<file path="src/rtl/snake_pkg.sv">
// Shared direction codes and helpers for the snake turn buffer.
// Internal code is 2 bits; the datapath consumes a 5-bit one-hot.
package snake_pkg;

  typedef logic [1:0] dir_code_t;

  localparam dir_code_t DIR_UP    = 2'd0;
  localparam dir_code_t DIR_LEFT  = 2'd1;
  localparam dir_code_t DIR_DOWN  = 2'd2;
  localparam dir_code_t DIR_RIGHT = 2'd3;

  localparam logic [4:0] DIR_IDLE_OH  = 5'b00000;
  localparam logic [4:0] DIR_UP_OH    = 5'b00010;
  localparam logic [4:0] DIR_LEFT_OH  = 5'b00100;
  localparam logic [4:0] DIR_DOWN_OH  = 5'b01000;
  localparam logic [4:0] DIR_RIGHT_OH = 5'b10000;

  function automatic logic [4:0] dir_to_onehot(input dir_code_t code);
    return 5'b00010 << code;
  endfunction

  // Opposite direction differs only in the upper code bit
  function automatic dir_code_t dir_reverse(input dir_code_t code);
    return code ^ 2'b10;
  endfunction

  function automatic dir_code_t onehot_to_dir(input logic [4:0] oh);
    case (oh)
      DIR_LEFT_OH:  return DIR_LEFT;
      DIR_DOWN_OH:  return DIR_DOWN;
      DIR_RIGHT_OH: return DIR_RIGHT;
      default:      return DIR_UP;
    endcase
  endfunction

endpackage

</file>
<file path="src/rtl/key_edge_detect.sv">
// Rising-edge detector for the four key levels. Previous-state registers reset
// to 1 so a key held through reset release does not register as a press.
module key_edge_detect (
  input  logic       clk,
  input  logic       reset_n,
  input  logic [3:0] keys,
  output logic [3:0] press
);

  logic [3:0] key_prev;

  always_ff @(posedge clk or negedge reset_n) begin
    if (!reset_n) key_prev <= 4'hF;
    else          key_prev <= keys;
  end

  assign press = keys & ~key_prev;

endmodule

</file>
<file path="src/rtl/snake_dir_queue.sv">
// Turn-command buffer: filters key presses into legal turns, queues them and
// releases one per game step tick into the registered one-hot direction.
module snake_dir_queue
  import snake_pkg::*;
#(
  parameter int DEPTH = 4
) (
  input  logic                       clk,
  input  logic                       reset_n,
  input  logic                       clear,
  input  logic                       key_up,
  input  logic                       key_left,
  input  logic                       key_down,
  input  logic                       key_right,
  input  logic                       tick,
  output logic [4:0]                 direction,
  output logic [$clog2(DEPTH+1)-1:0] q_count,
  output logic                       dropped
);

  localparam int PW = $clog2(DEPTH);
  localparam int CW = $clog2(DEPTH + 1);

  logic [3:0]    press;
  logic          press_valid;
  dir_code_t     press_code;
  dir_code_t     fifo [DEPTH];
  logic [PW-1:0] rd_ptr;
  logic [PW-1:0] wr_ptr;
  dir_code_t     ref_code;
  logic          ref_idle;
  logic          accept;
  logic          full;
  logic          pop;
  logic          bypass;
  logic          push;
  logic          drop;

  key_edge_detect u_edge (
    .clk     (clk),
    .reset_n (reset_n),
    .keys    ({key_right, key_down, key_left, key_up}),
    .press   (press)
  );

  always_comb begin
    press_valid = |press;
    press_code  = DIR_UP;
    if      (press[0]) press_code = DIR_UP;
    else if (press[1]) press_code = DIR_LEFT;
    else if (press[2]) press_code = DIR_DOWN;
    else if (press[3]) press_code = DIR_RIGHT;
  end

  // New turns are judged against the last turn that will be in effect before them
  always_comb begin
    ref_code = (q_count != '0) ? fifo[wr_ptr - PW'(1)] : onehot_to_dir(direction);
    ref_idle = (q_count == '0) && (direction == DIR_IDLE_OH);
    accept   = press_valid && !clear &&
               (ref_idle || ((press_code != ref_code) && (press_code != dir_reverse(ref_code))));
    full     = (q_count == CW'(DEPTH));
    pop      = tick && !clear && (q_count != '0);
    bypass   = tick && accept && (q_count == '0);
    push     = accept && !bypass && (!full || pop);
    drop     = accept && !bypass && full && !pop;
  end

  always_ff @(posedge clk or negedge reset_n) begin
    if (!reset_n) begin
      direction <= DIR_IDLE_OH;
      q_count   <= '0;
      dropped   <= 1'b0;
      rd_ptr    <= '0;
      wr_ptr    <= '0;
    end else if (clear) begin
      direction <= DIR_IDLE_OH;
      q_count   <= '0;
      dropped   <= 1'b0;
      rd_ptr    <= '0;
      wr_ptr    <= '0;
    end else begin
      dropped <= drop;
      if (pop) begin
        direction <= dir_to_onehot(fifo[rd_ptr]);
        rd_ptr    <= rd_ptr + PW'(1);
      end
      if (bypass) direction <= dir_to_onehot(press_code);
      if (push)   wr_ptr    <= wr_ptr + PW'(1);
      if (push && !pop)      q_count <= q_count + CW'(1);
      else if (pop && !push) q_count <= q_count - CW'(1);
    end
  end

  // Storage needs no reset; only slots behind the pointers are ever read
  always_ff @(posedge clk) begin
    if (push) fifo[wr_ptr] <= press_code;
  end

endmodule

</file>
<file path="config.mk">
export PLATFORM = sky130hd
export DESIGN_NAME = snake_dir_queue
export DESIGN_NICKNAME = d
export VERILOG_FILES = /design/src/rtl/snake_pkg.sv /design/src/rtl/key_edge_detect.sv /design/src/rtl/snake_dir_queue.sv
export SDC_FILE = /design/constraint.sdc
export NUM_CORES = 1
export LEC_CHECK = 0
export ABC_AREA = 1
export BUFFER_PORTS_ARGS = -buffer_cell sky130_fd_sc_hd__buf_2
export CORE_ASPECT_RATIO = 1.25
export CORE_MARGIN = 2
export CORE_UTILIZATION = 52
export DETAILED_ROUTE_END_ITERATION = 8
export PLACE_DENSITY = 0.75
export RECOVER_POWER = 25
export SYNTH_ARGS = -nofsm -noshare
export SYNTH_HDL_FRONTEND = slang
export SYNTH_SLANG_ARGS = --single-unit
</file>
<file path="constraint.sdc">
create_clock -name clk -period 2.3 [get_ports clk]
set_clock_uncertainty 0.2 [all_clocks]
set_input_delay 0.115 -clock clk [delete_from_list [all_inputs] [get_ports clk]]
set_output_delay 0.115 -clock clk [all_outputs]
set_load 0.02 [all_outputs]
</file>
=== Word level (Yosys, flattened, before mapping) ===
Memories as Yosys holds them, arrays and structs flattened.
Cells that the tools add are included.

* Register bits after elaboration: 17
* Bits in writable memories: 8
* Output and inout bits: 9
* Word-level logic and storage cells: 71
* Memories: 1

{| class="wikitable"
|+ Memory list
! memory !! words !! bits a word !! read ports !! clocked after Yosys merged registers in !! wr ports !! line !! RTL
|-
| fifo || 4 || 2 || 2 || 0 || 1 || snake_dir_queue.sv:27 || <nowiki>dir_code_t fifo [DEPTH];</nowiki>
|}

* Add/subtract/negate cells: 5
* Eq/ne operators: 6
* Shifts and indexed selects: 2
* Mux-type cells: 19
* Bitwise gates (word level): 3
* Reduce and logical (&&, ||, !) cells: 29

{| class="wikitable"
|+ Operator list
! kind !! count
|-
| $mux 2 || 9
|-
| $mux 5 || 3
|-
| $logic_and 1x1->1 || 14
|-
| $shl 2x2->5 const A || 2
|-
| $mux 3 || 3
|-
| $reduce_bool 3->1 || 3
|-
| $pmux 2 s3 || 1
|-
| $eq 5x3->1 const B || 1
|-
| $eq 5x4->1 const B || 1
|-
| $eq 5x5->1 const B || 1
|-
| $logic_not 1->1 || 5
|-
| $logic_not 5->1 || 1
|-
| $add 2x1->2 const B || 2
|-
| $and 4x4->4 || 1
|-
| $ne 2x2->1 || 2
|-
| $not 4->4 || 1
|-
| $reduce_bool 2->1 || 2
|-
| $reduce_or 4->1 || 1
|-
| $add 3x1->3 const B || 1
|-
| $eq 3x3->1 const B || 1
|-
| $logic_not 3->1 || 1
|-
| $mux 1 || 3
|-
| $sub 3x1->3 const B || 1
|-
| $logic_or 1x1->1 || 2
|-
| other kinds (2) || 2
|}

=== Logic depth before layout (Yosys ltp) ===
* Depth in word-level cells: 20
* Mapped depth: 17

=== Hierarchy ===
A second synthesis with hierarchy kept.

* Cell total of the unflattened synthesis: 168
* Area total of the unflattened synthesis: 1,401.3 um^2

{| class="wikitable"
|+ By module, submodules not included
! module !! times used !! cells an instance !! area each (um^2) !! seq. area each (um^2)
|-
| snake_dir_queue || 1 || 156 || 1,256.2 || 540.5
|-
| key_edge_detect || 1 || 12 || 145.1 || 105.1
|}

=== Worst setup path before layout ===
OpenSTA, ideal clock, no wires.

* Kind: register -> register
* Start: register wr_ptr[0]
* End: register q_count[2]
* Library setup time: 0.117 ns
* Data arrival time: 2.178 ns
* Data required time: 1.983 ns
* Setup slack: -0.195 ns
* Stages on the path, launching flop included: 18
* Path buffers: 0
* Cell sequence: dfrtp_1 -> inv_2 -> ha_1 -> inv_1 -> nand3_1 -> nand2_1 -> nand2_1 -> nand3_2 -> nand3_4 -> nand3_4 -> nor2_4 -> fa_1 -> xnor2_1 -> inv_1 -> nand2_1 -> nand2_1 -> nand2_1 -> nand2_1

* Word-level cells in the longest chain between the ends: 16

{| class="wikitable"
|+ Ends and longest elaborated chain
! item !! line !! RTL
|-
| start: declaration || snake_dir_queue.sv:29 || <nowiki>logic [PW-1:0] wr_ptr;</nowiki>
|-
| start signal: assignment || snake_dir_queue.sv:88 || <nowiki>if (push) wr_ptr <= wr_ptr + PW'(1);</nowiki>
|-
| $sub 2x1->2 (*) || snake_dir_queue.sv:57 || <nowiki>ref_code = (q_count != '0) ? fifo[wr_ptr - PW'(1)] : onehot_to_dir(direction);</nowiki>
|-
| $mem_v2 4x2 (*) || - ||
|-
| $mux 2 (*) || snake_dir_queue.sv:57 ||
|-
| $not 1->1 (no source line) || - ||
|-
| $ne 2x2->1 || snake_dir_queue.sv:60 || <nowiki>(ref_idle || ((press_code != ref_code) && (press_code != dir_reverse(ref_code))));</nowiki>
|-
| $logic_and 1x1->1 (*) || snake_dir_queue.sv:60 ||
|-
| $logic_or 1x1->1 (*) || snake_dir_queue.sv:60 ||
|-
| $logic_and 1x1->1 (*) || snake_dir_queue.sv:59 || <nowiki>accept = press_valid && !clear &&</nowiki>
|-
| $logic_and 1x1->1 (2 in series) || snake_dir_queue.sv:63 || <nowiki>bypass = tick && accept && (q_count == '0);</nowiki>
|-
| $logic_not 1->1 || snake_dir_queue.sv:64 || <nowiki>push = accept && !bypass && (!full || pop);</nowiki>
|-
| $logic_and 1x1->1 (*) (2 in series) || snake_dir_queue.sv:64 ||
|-
| $logic_and 1x1->1 / $logic_not 1->1 (equally long branches) || snake_dir_queue.sv:89, snake_dir_queue.sv:90 ||
|-
| $mux 3 / $logic_and 1x1->1 (equally long branches) || snake_dir_queue.sv:89, snake_dir_queue.sv:90 ||
|-
| $mux 3 / $reduce_bool 3->1 (equally long branches) || - ||
|-
| end signal: assignment || snake_dir_queue.sv:89 || <nowiki>if (push && !pop) q_count <= q_count + CW'(1);</nowiki>
|-
| end signal: assignment || snake_dir_queue.sv:90 || <nowiki>else if (pop && !push) q_count <= q_count - CW'(1);</nowiki>
|-
| end: declaration || snake_dir_queue.sv:17 || <nowiki>output logic [$clog2(DEPTH+1)-1:0] q_count,</nowiki>
|}

Mark *: on every way between the ends. The rest lies on a longest branch, timed or not.
A chain may end at the register's enable or synchronous reset.

=== Final worst setup path ===
* Start: register wr_ptr[1]
* End: register q_count[2]

Same word-level chain as after synthesis.

==> flow_metrics.tcl <==
set metrics [dict create \
    status "finished clean" \
    hold_viol_final 0 \
    num_rows 21 \
    htreeDepth 1 \
    ios 17 \
    fin_nets 227 \
    overflow 0 \
    cap_viol_max_count 0 \
    period_needed_ns 2.30 \
    dr_total_vias 1236 \
    grt_pass1_wl_um 5430 \
    cp-end-kind "flip-flop" \
    final_common_cell "nand2_1" \
    cp_slowest_cell "dfrtp_1" \
    hold_class "in2reg" \
    use_met3_pct 3.08 \
    clkSinkCount 24 \
    drt_wl_total_um 3060 \
    path_class "reg2reg" \
    initial_core_util_pct 55.0 \
    worstMarginPinSlew_ns 0.876 \
    use_met1_pct 24.3 \
    die_y_um 63.5 \
    path_max_fanout 2 \
    cp_cell_sequence "inv_2, ha_4, inv_2, nand3_2, nand2_1, nand2_1, nand3_2, nand3_4, nand3_4, nor2_4, fa_2, xnor2_2, inv_1, nand2_1, nand2_1, nand2_1, nand2_1" \
    grt.busiest_layer "met2" \
    maxSlewViolCount 0 \
    track_usage_pct 22.3 \
    grt_max_degree 17 \
    rsz0062_at_grt "yes" \
    syn_inst 176 \
    post_drt_wl_per_cell_um 12.4 \
    drive_gt1_share_pct 33.8 \
    fp.dieW_um 51.6 \
    synth-seq-cells 24 \
    drc_errors 0 \
    hpwl_um 2380 \
    dieArea_um2 3280 \
    syn-num-nets 189 \
    fin_crit_sh_pct 99.9 \
    peakVddDrop_v 0.000839 \
    antenna_cells 0 \
    antenna_found_initial 0 \
    max_stage_delay_ns 0.41 \
    antenna_left 0 \
    crit_family "simple AND/OR/NAND/NOR gates" \
    critPathLaunchType "flip-flop" \
    totalPowerFinal_mw 1.95 \
    setup_tns_ns 0 \
    setup_violations 0 \
    ctsRootBufferMaster "clkbuf_4" \
    place_congestion 0.818 \
    syn_avg_cell_area_um2 8.37 \
    clk_pin_slew_ns 0.13 \
    core_area_um2 2680 \
    syn_area_um2 1470 \
    max_freq_mhz 435 \
    yosysSeqAreaShare_pct 43.8 \
    drt-initial-drc-count 37 \
    p_leak_nw 0.913 \
    io_buffers 15 \
    synth-warning-count 0 \
    critPathArrivalTime_ns 2.34 \
    use_met2_pct 39.9 \
    critPathMostFrequentCell "nand2_1" \
    relSlewSlack_pct 41.6 \
    first_global_vias 1328 \
    cp_num_buf_inv 3 \
    final_cell_mix "nand2_1 (51), inv_1 (20), buf_4 (14)" \
    viasPerCell 5.00 \
    worstPathRequired_ns 2.34 \
    fillers 229 \
    synthDistinctLibCells 33 \
    cts_max_path_buffers 2 \
    firstDrtPassIters 4 \
    cts_tree "done" \
    powerDensity_nw_per_um2 1070 \
    numCtsBuffers 3 \
    clk_latency_ns 0.33 \
    synthToLayoutAreaGrowth_pct 23.3 \
]
## through the flow
step / setup WS, ns / utilization, % / hold WS [ns] / cell area [µm²] / cells
after CTS: 0.00402 / 67.4 / 0.0108 / 1810 / 246
after global placement: 0.0185 / 63.3 / -0.160 / 1700 / 234
after detailed placement: -0.0801 / 63.3 / -0.153 / 1700 / 234
after floorplan: -0.118 / - / -0.381 / 1510 / 176
after global routing: -0.191 / 67.8 / 0.133 / 1820 / 247
final: 0.00148 / 67.8 / 0.0931 / 1820 / 247
## tightest hold or removal path: stages
cell     delay [ns]
buf_2          0.09
inv_1          0.18
nor2_8         0.07
nand2_1        0.07
a21oi_1        0.06
## Yosys cell counts
master,number,area (µm²)
nand2_1,53,199
inv_1,22,82.6
nor2_1,13,48.8
dfrtp_1,12,300
nand3_1,10,50.1
inv_2,9,33.8
edfxtp_1,8,240
dfstp_2,4,105
ha_1,4,50.1
nand2_2,4,25.0
nand3_4,4,70.1
nand4_1,4,25.0
o21ai_0,4,20.0
a21oi_1,3,15.0
a21oi_2,2,17.5
a31oi_1,2,12.5
nand2_4,2,22.5
a31oi_4,1,21.3
buf_4,1,7.51
clkbuf_1,1,3.75
conb_1,1,3.75
fa_1,1,20.0
inv_4,1,6.26
nand3_2,1,10.0
nand4_2,1,12.5
nor2_2,1,6.26
nor2_4,1,11.3
nor2_8,1,20.0
nor3_1,1,5.00
o21ai_1,1,5.00
o21ai_2,1,8.76
o22ai_1,1,6.26
xnor2_1,1,8.76
## layer usage
metal	vias to the layer above	wire, µm
li1	630	-
met1	570	1190
met2	25	1680
met3	11	79
met4	0	112
met5	-	0
## sequential cells by signal (all words and copies together) (netlist names)
signal	count
dropped	1
fifo	8
wr_ptr	2
u_edge.key_prev	4
q_count	3
direction	4
rd_ptr	2
## report_power, final
group,total [mW],leakage (nW),internal [mW],switching [mW]
clock network,0.229,0.0210,0.0972,0.132
logic,1.14,0.615,0.453,0.687
registers,0.581,0.277,0.523,0.0588
## repair_timing
action / 4_1_cts / 5_1_grt
pin swaps: 2 / 0
setup endpoints to repair: 2 / 2
hold buffers: 6 / 0
hold endpoints to repair: 26 / 0
gates resized for setup: 1 / 3
buffers inserted: 2 / 1
## final timing paths
check	from	end	slack [ns]	cells after the start
min in group asynchronous	reset_n	rd_ptr[1]	0.19	2
worst min-delay path	tick	rd_ptr[1]	0.09	5
worst min register to register	direction[1]	direction[1]	0.33	2
worst max register to register	wr_ptr[1]	q_count[2]	0.001	17
max in group asynchronous	reset_n	wr_ptr[0]	1.17	2
worst max-delay path	wr_ptr[1]	q_count[2]	0.001	17
## cells by family (layout without fill, tap and decap cells)
group	count (synthesis)	in the layout	share of synthesized area (%)
AOI/OAI and AO/OA	15	15	7.22
xor gates and xnor gates	1	1	0.594
adders and majority gates	5	5	4.75
buffers and inverters	34	71	9.08
DFF	24	24	43.8
other	1	1	0.254
and+or+nand+nor	96	96	34.3
## cell type report
| class | count | area, µm² | share of cell area (%) |
|---|---|---|---|
| clock buffer | 4 | 36.3 | 2.00 |
| inverter | 32 | 123 | 6.75 |
| multi-input combinational | 118 | 734 | 40.4 |
| sequential | 24 | 646 | 35.5 |
| tap | 34 | 42.5 | 2.34 |
| timing repair buffer | 35 | 235 | 12.9 |
No activity file was read; power rests on OpenSTA's default activity.
